## config.mk

```make
export PLATFORM = sky130hd
export DESIGN_NAME = merc_exec_unit
export DESIGN_NICKNAME = d
export VERILOG_FILES = /design/src/rtl/merc_exec_pkg.sv /design/src/rtl/merc_muldiv_iter.sv /design/src/rtl/merc_exec_unit.sv
export SDC_FILE = /design/constraint.sdc
export NUM_CORES = 1
export LEC_CHECK = 0
export ABC_CLOCK_PERIOD_IN_PS = 7600
export CAP_MARGIN = 15
export CELL_PAD_IN_SITES_DETAIL_PLACEMENT = 0
export CELL_PAD_IN_SITES_GLOBAL_PLACEMENT = 1
export CORE_MARGIN = 5
export CORE_UTILIZATION = 49
export DETAILED_ROUTE_END_ITERATION = 7
export PLACE_DENSITY = 0.95
export SLEW_MARGIN = 20
export SYNTH_ARGS = -nofsm -noshare
export SYNTH_HDL_FRONTEND = slang
export SYNTH_SLANG_ARGS = --single-unit
```

## constraint.sdc

```tcl
create_clock -name clk_i -period 7.6 [get_ports clk_i]
set_input_delay 1.14 -clock clk_i [delete_from_list [all_inputs] [get_ports clk_i]]
set_output_delay 1.14 -clock clk_i [all_outputs]
set_load 0.02 [all_outputs]
```

## src/rtl/merc_exec_pkg.sv

```systemverilog
// Shared definitions for the MERC execution unit: opcode encoding, FSM states
// and the rule that decides whether an op takes the iterative path.
package merc_exec_pkg;

   localparam int OP_W = 4;

   localparam logic [OP_W-1:0] OP_ADD  = 4'd0,
                               OP_SUB  = 4'd1,
                               OP_AND  = 4'd2,
                               OP_OR   = 4'd3,
                               OP_XOR  = 4'd4,
                               OP_SLL  = 4'd5,
                               OP_SRL  = 4'd6,
                               OP_SRA  = 4'd7,
                               OP_MULU = 4'd8,
                               OP_DIVU = 4'd9;

   typedef enum logic [1:0] {IDLE, ITER, FIN} state_e;

   // A divide by zero resolves in one cycle, so only a real MULU/DIVU iterates.
   function automatic logic is_iter_op(input logic [OP_W-1:0] op, input logic b_zero);
      return (op == OP_MULU) || ((op == OP_DIVU) && !b_zero);
   endfunction

endpackage

```

## src/rtl/merc_muldiv_iter.sv

```systemverilog
// Iterative unsigned multiply (shift-add) / divide (restoring) datapath.
// One step per cycle; the caller sequences load, step and watches last_o.
module merc_muldiv_iter #(
   parameter int WIDTH = 16
) (
   input  logic             clk_i,
   input  logic             rst_ni,
   input  logic             load_i,
   input  logic             step_i,
   input  logic             mode_i,   // 0: multiply, 1: divide
   input  logic [WIDTH-1:0] a_i,
   input  logic [WIDTH-1:0] b_i,
   output logic [WIDTH-1:0] lo_o,
   output logic [WIDTH-1:0] hi_o,
   output logic             last_o
);

   localparam int                CNT_W    = $clog2(WIDTH + 1);
   localparam logic [CNT_W-1:0]  CNT_INIT = CNT_W'(WIDTH);

   logic [WIDTH-1:0] hi_q, hi_d;
   logic [WIDTH-1:0] lo_q, lo_d;
   logic [WIDTH-1:0] opnd_q;
   logic [CNT_W-1:0] cnt_q, cnt_d;

   logic [WIDTH:0]   mul_sum;
   logic [WIDTH:0]   div_shift;
   logic [WIDTH:0]   div_diff;
   logic             div_ge;

   // hi:lo is one double-width shift register; lo starts as multiplier/dividend.
   always_comb begin
      mul_sum   = {1'b0, hi_q} + (lo_q[0] ? {1'b0, opnd_q} : '0);
      div_shift = {hi_q, lo_q[WIDTH-1]};
      div_diff  = div_shift - {1'b0, opnd_q};
      div_ge    = div_shift >= {1'b0, opnd_q};

      hi_d  = hi_q;
      lo_d  = lo_q;
      cnt_d = cnt_q;
      if (load_i) begin
         hi_d  = '0;
         lo_d  = a_i;
         cnt_d = CNT_INIT;
      end else if (step_i) begin
         cnt_d = cnt_q - CNT_W'(1);
         if (mode_i) begin
            hi_d = div_ge ? div_diff[WIDTH-1:0] : div_shift[WIDTH-1:0];
            lo_d = {lo_q[WIDTH-2:0], div_ge};
         end else begin
            hi_d = mul_sum[WIDTH:1];
            lo_d = {mul_sum[0], lo_q[WIDTH-1:1]};
         end
      end
   end

   // NOTE: every datapath register is reset too, so no X can reach the outputs
   // after an aborted operation; the cost is negligible at this size.
   always_ff @(posedge clk_i or negedge rst_ni) begin
      if (!rst_ni) begin
         hi_q   <= '0;
         lo_q   <= '0;
         opnd_q <= '0;
         cnt_q  <= '0;
      end else begin
         hi_q  <= hi_d;
         lo_q  <= lo_d;
         cnt_q <= cnt_d;
         if (load_i) opnd_q <= b_i;
      end
   end

   assign lo_o   = lo_q;
   assign hi_o   = hi_q;
   assign last_o = (cnt_q == CNT_W'(1));

endmodule

```

## src/rtl/merc_exec_unit.sv

```systemverilog
// MERC execution unit: single-cycle ALU/shifter plus iterative MULU/DIVU,
// with registered result and comparison flags updated on each Done pulse.
module merc_exec_unit
   import merc_exec_pkg::*;
#(
   parameter int WIDTH   = 16,
   parameter int SHAMT_W = $clog2(WIDTH)
) (
   input  logic             clk_i,
   input  logic             rst_ni,
   input  logic             start_i,
   input  logic [OP_W-1:0]  op_i,
   input  logic [WIDTH-1:0] a_i,
   input  logic [WIDTH-1:0] b_i,
   output logic             busy_o,
   output logic             done_o,
   output logic [WIDTH-1:0] result_o,
   output logic [WIDTH-1:0] result_hi_o,
   output logic             eq_o,
   output logic             gr_o,
   output logic             lt_o,
   output logic             zero_o,
   output logic             ovfl_o,
   output logic             div_by_zero_o
);

   state_e state_q, state_d;

   logic             done_q, done_d;
   logic [WIDTH-1:0] result_q, result_hi_q;
   logic             eq_q, gr_q, lt_q, zero_q, ovfl_q, dbz_q;
   logic [OP_W-1:0]  op_q;
   logic [2:0]       cmp_q;

   logic             load, step, out_we, sel_iter;
   logic [WIDTH-1:0] md_lo, md_hi;
   logic             md_last;

   logic [WIDTH-1:0] add_res, sub_res;
   logic [SHAMT_W-1:0] shamt;
   logic [WIDTH-1:0] alu_lo, alu_hi;
   logic             alu_ovfl, alu_dbz;
   logic             eq_live, gr_live, lt_live;

   logic [WIDTH-1:0] res_d, res_hi_d;
   logic             ovfl_d, dbz_d;
   logic [2:0]       cmp_d;

   assign add_res = a_i + b_i;
   assign sub_res = a_i - b_i;
   assign shamt   = b_i[SHAMT_W-1:0];
   assign eq_live = (a_i == b_i);
   assign gr_live = ($signed(a_i) > $signed(b_i));
   assign lt_live = ($signed(a_i) < $signed(b_i));

   // NOTE: every signal written here gets a default first, so no path can
   // leave one unassigned and infer a latch.
   always_comb begin
      alu_lo   = '0;
      alu_hi   = '0;
      alu_ovfl = 1'b0;
      alu_dbz  = 1'b0;
      case (op_i)
         OP_ADD: begin
            alu_lo   = add_res;
            alu_ovfl = (a_i[WIDTH-1] == b_i[WIDTH-1]) && (add_res[WIDTH-1] != a_i[WIDTH-1]);
         end
         OP_SUB: begin
            alu_lo   = sub_res;
            alu_ovfl = (a_i[WIDTH-1] != b_i[WIDTH-1]) && (sub_res[WIDTH-1] != a_i[WIDTH-1]);
         end
         OP_AND:  alu_lo = a_i & b_i;
         OP_OR:   alu_lo = a_i | b_i;
         OP_XOR:  alu_lo = a_i ^ b_i;
         OP_SLL:  alu_lo = a_i << shamt;
         OP_SRL:  alu_lo = a_i >> shamt;
         OP_SRA:  alu_lo = $signed(a_i) >>> shamt;
         OP_DIVU: begin
            // Only reached as a single-cycle op when B is zero.
            alu_lo  = '1;
            alu_hi  = a_i;
            alu_dbz = 1'b1;
         end
         default: ;
      endcase
   end

   always_comb begin
      state_d  = state_q;
      done_d   = 1'b0;
      load     = 1'b0;
      step     = 1'b0;
      out_we   = 1'b0;
      sel_iter = 1'b0;
      case (state_q)
         IDLE: begin
            if (start_i) begin
               if (is_iter_op(op_i, b_i == '0)) begin
                  load    = 1'b1;
                  state_d = ITER;
               end else begin
                  out_we = 1'b1;
                  done_d = 1'b1;
               end
            end
         end
         ITER: begin
            step = 1'b1;
            if (md_last) state_d = FIN;
         end
         FIN: begin
            out_we   = 1'b1;
            done_d   = 1'b1;
            sel_iter = 1'b1;
            state_d  = IDLE;
         end
         default: state_d = IDLE;
      endcase
   end

   always_comb begin
      res_d    = sel_iter ? md_lo : alu_lo;
      res_hi_d = sel_iter ? md_hi : alu_hi;
      ovfl_d   = sel_iter ? ((op_q == OP_MULU) && (md_hi != '0)) : alu_ovfl;
      dbz_d    = sel_iter ? 1'b0 : alu_dbz;
      cmp_d    = sel_iter ? cmp_q : {eq_live, gr_live, lt_live};
   end

   merc_muldiv_iter #(.WIDTH(WIDTH)) u_muldiv (
      .clk_i  (clk_i),
      .rst_ni (rst_ni),
      .load_i (load),
      .step_i (step),
      .mode_i (op_q == OP_DIVU),
      .a_i    (a_i),
      .b_i    (b_i),
      .lo_o   (md_lo),
      .hi_o   (md_hi),
      .last_o (md_last)
   );

   // NOTE: state is updated with non-blocking assignments so every register
   // samples the pre-edge values regardless of statement order.
   always_ff @(posedge clk_i or negedge rst_ni) begin
      if (!rst_ni) begin
         state_q     <= IDLE;
         done_q      <= 1'b0;
         op_q        <= '0;
         cmp_q       <= '0;
         result_q    <= '0;
         result_hi_q <= '0;
         eq_q        <= 1'b0;
         gr_q        <= 1'b0;
         lt_q        <= 1'b0;
         zero_q      <= 1'b0;
         ovfl_q      <= 1'b0;
         dbz_q       <= 1'b0;
      end else begin
         state_q <= state_d;
         done_q  <= done_d;
         if (load) begin
            op_q  <= op_i;
            cmp_q <= {eq_live, gr_live, lt_live};
         end
         if (out_we) begin
            result_q           <= res_d;
            result_hi_q        <= res_hi_d;
            {eq_q, gr_q, lt_q} <= cmp_d;
            zero_q             <= (res_d == '0);
            ovfl_q             <= ovfl_d;
            dbz_q              <= dbz_d;
         end
      end
   end

   assign busy_o        = (state_q != IDLE);
   assign done_o        = done_q;
   assign result_o      = result_q;
   assign result_hi_o   = result_hi_q;
   assign eq_o          = eq_q;
   assign gr_o          = gr_q;
   assign lt_o          = lt_q;
   assign zero_o        = zero_q;
   assign ovfl_o        = ovfl_q;
   assign div_by_zero_o = dbz_q;

endmodule

```

==> results.json <==
{
  "status": "finished, final reports clean",
  "rsz0062_at_grt": "false",
  "ys_seq_area_share_pct": 23.8,
  "critPathSlowestCell": "clkdlybuf4s50_1",
  "slew_violations": 0,
  "grt_antenna_before_repair": 0,
  "grt_pass1_wl_microns": 60200,
  "port_buffers": 78,
  "path_class": "in2reg",
  "slew_headroom_pct": 29.8,
  "layout_min_cycle_time_ns": 5.35,
  "synthAdderAreaFrac_pct": 10.5,
  "path_max_fanout": 13,
  "cts_made_buffers": 9,
  "cp.required_ns": 7.86,
  "cts_resized": 0,
  "cts_setup_buffers": 0,
  "dp_hpwl_microns": 28800,
  "ir_drop_mv": 0.285,
  "synth_xor_area_share_pct": 3.30,
  "synth_top_family_by_area": "compound AO/OA/AOI/OAI gates",
  "fin_skew_ns": 0.0103,
  "drt_iter0_drc": 1290,
  "synthDominantCellAreaShare_pct": 23.8,
  "synth-simple-area-share_pct": 19.8,
  "diodes": 0,
  "cts_tree": "built",
  "synth-seq-cells": 101,
  "ctsLongestPathBuffers": 2,
  "die-area_sq_um": 24700,
  "yosysMostFrequentCell": "nand2_1",
  "fin_nets": 1444,
  "rrSetupSlack_ns": 3.96,
  "crit_top_cell": "nand3_1",
  "yosys.area.top_type": "dfrtp_1",
  "synthToLayoutAreaGrowth_pct": 11.0,
  "tightest_slew_ns": 1.05,
  "yosysUniqueCellTypes": 85,
  "maxCapViolCount": 0,
  "synthTopCellsByArea": "dfrtp_1, ha_1, a21oi_1",
  "min_period_over_period_pct": 70.4,
  "p_leak_nw": 5.07,
  "grtUsageTotal_pct": 31.3,
  "setup_viol": 0,
  "overflow": 0,
  "fin_ws_ns": 2.25,
  "clk_latency_ns": 0.36,
  "dpl_cell_area_sq_um": 11500,
  "cts_num_sinks": 101,
  "instances_no_fill": 1598,
  "post-route-drc-count": 0,
  "dp_slack_ns": 2.03,
  "crit_chain": "clkdlybuf4s50_1 > clkinv_1 > ha_1 > nand3_1 > o22ai_1 > o21bai_1 > a31oi_1 > mux2i_1 > o41ai_1 > nand3_1 > or4_1 > o41ai_2",
  "die_y_microns": 157,
  "die-width_microns": 157,
  "holdWs_ns": 0.482,
  "grt_pass1_vias": 10285,
  "viasPerCell": 6.69,
  "nFillCells": 1933,
  "cts_root_buf": "clkbuf_16",
  "start_kind": "input pin",
  "detailedRoute.firstPassIterationCount": 7,
  "dp.cells": 1582,
  "async_flop_share_pct": 100,
  "vias": 10683,
  "syn-num-nets": 1430,
  "power_density_nw_per_um2": 308,
  "wl_per_cell_microns": 24.4,
  "synth_compound_area_share_pct": 26.7,
  "initial_core_util_pct": 50.2,
  "synth_edf_count": 0,
  "final_area_sq_um": 11800,
  "num_rows": 53,
  "syn_inst": 1304,
  "ys_warn_count": 0,
  "ys.flop_type": "dfrtp_1",
  "hold_viol": 0,
  "muxShareOfSynthArea_pct": 8.91,
  "postRouteAntennaNets": 0,
  "num_io_pins": 79,
  "synth_commonest_cells": "nand2_1, dfrtp_1, a21oi_1",
  "hold_class": "reg2reg",
  "max_freq_mhz": 187,
  "core_sq_um": 21200,
  "tns_ns": 0,
  "wirelength_microns": 39000,
  "grt_max_degree": 61,
  "synth.avg_cell_area_sq_um": 8.14,
  "clk_pin_slew_ns": 0.08,
  "cp.arrival_ns": 5.62,
  "end_kind": "flip-flop",
  "crit_path_max_incr_delay_ns": 0.82,
  "gp_congestion": 1.09,
  "holdBufCountCts": 0,
  "syn-cell-area_sq_um": 10600,
  "drive_above_1_share_pct": 8.09,
  "htreeDepth": 3
}
cell type report:
type	instances	area, sq um	area share (%)
multi-input combinational	1029	7390	62.7
sequential	101	2530	21.5
timing repair buffer	99	926	7.86
tap	275	344	2.92
inverter	78	293	2.49
clock buffer	9	225	1.91
clock inverter	7	76.3	0.648
sequential cells by signal, indices dropped and copies added (netlist names):
signal / count
state_q: 2
cmp_q: 3
u_muldiv.lo_o: 16
u_muldiv.cnt_q: 5
u_muldiv.opnd_q: 16
op_q: 4
eq_o: 1
div_by_zero_o: 1
ovfl_o: 1
lt_o: 1
gr_o: 1
u_muldiv.hi_o: 16
zero_o: 1
result_hi_o: 16
result_o: 16
done_o: 1
placed cells by master (no fill, tap or decap), types with 8 or more instances in the layout:
cell | netlist | routed
nand2_1 | 128 | 128
dfrtp_1 | 101 | 101
a21oi_1 | 98 | 98
ha_1 | 83 | 83
nor2_1 | 80 | 79
o21ai_0 | 76 | 76
clkdlybuf4s50_1 | 0 | 75
inv_1 | 74 | 74
a221o_1 | 31 | 31
xnor2_1 | 30 | 30
nor3_1 | 29 | 28
mux2i_1 | 27 | 27
and2_1 | 24 | 24
nand3_1 | 23 | 23
nand2b_1 | 23 | 23
buf_4 | 7 | 22
and3_1 | 21 | 21
a21o_1 | 21 | 21
o211ai_1 | 20 | 20
mux2_2 | 19 | 19
a31oi_1 | 17 | 17
or3_1 | 16 | 16
a211oi_1 | 15 | 15
mux4_2 | 15 | 15
a22oi_1 | 14 | 14
o21bai_1 | 13 | 13
nor2b_1 | 13 | 12
or2_2 | 11 | 11
nor4_1 | 12 | 11
nand4_1 | 10 | 10
xor2_1 | 10 | 10
o31ai_1 | 10 | 10
o21a_1 | 9 | 9
clkbuf_16 | 0 | 9
a221oi_1 | 8 | 8
per-stage QoR:
stage          util [%]  total power, mW
2_1_floorplan         -             2.48
3_3_place_gp       54.3             3.08
3_5_place_dp       54.3             3.12
4_1_cts            55.7             3.61
5_1_grt            55.7             3.89
6_report           55.7             3.63
per-layer routing:
metal / up-vias / routed length [microns] / GRT usage, %
li1: 4843 / - / -
met1: 5091 / 15500 / 41.9
met2: 622 / 17800 / 49.6
met3: 127 / 3960 / 5.36
met4: 0 / 1720 / 14.3
met5: - / 0 / 0
kinds of logic (layout without fill, tap and decap cells):
group	count (synthesis)	count (layout)
fa+ha+maj	87	87
mux	71	71
xor+xnor	40	40
flops	101	101
compound gates	412	412
simple gates	419	419
buf+inv	174	193
critical path: cells and delay by family:
family / cells / cell delay [ns]
buffers and inverters: 2 / 1.26
and+or+nand+nor: 3 / 0.68
AOI/OAI and AO/OA: 5 / 1.71
muxes: 1 / 0.14
adders and majority gates: 1 / 0.70
power breakdown:
part	leakage, nW	switching (mW)	internal (mW)
clock	0.148	0.238	0.234
sequential	1.29	0.234	0.748
combinational	3.63	1.23	0.946
final timing paths:
kind | start | end | cells after the start
max | b_i[3] | zero_o$_DFFE_PN0P_ | 12
min | div_by_zero_o$_DFFE_PN0P_ | div_by_zero_o$_DFFE_PN0P_ | 1
max reg2reg | state_q[1]$_DFFE_PN0P_ | zero_o$_DFFE_PN0P_ | 7
min reg2reg | div_by_zero_o$_DFFE_PN0P_ | div_by_zero_o$_DFFE_PN0P_ | 1
max in group asynchronous | rst_ni | u_muldiv.hi_o[11]$_DFFE_PN0P_ | 2
min in group asynchronous | rst_ni | done_o$_DFF_PN0_ | 1
Note: power is estimated with default switching activity, not from simulation.
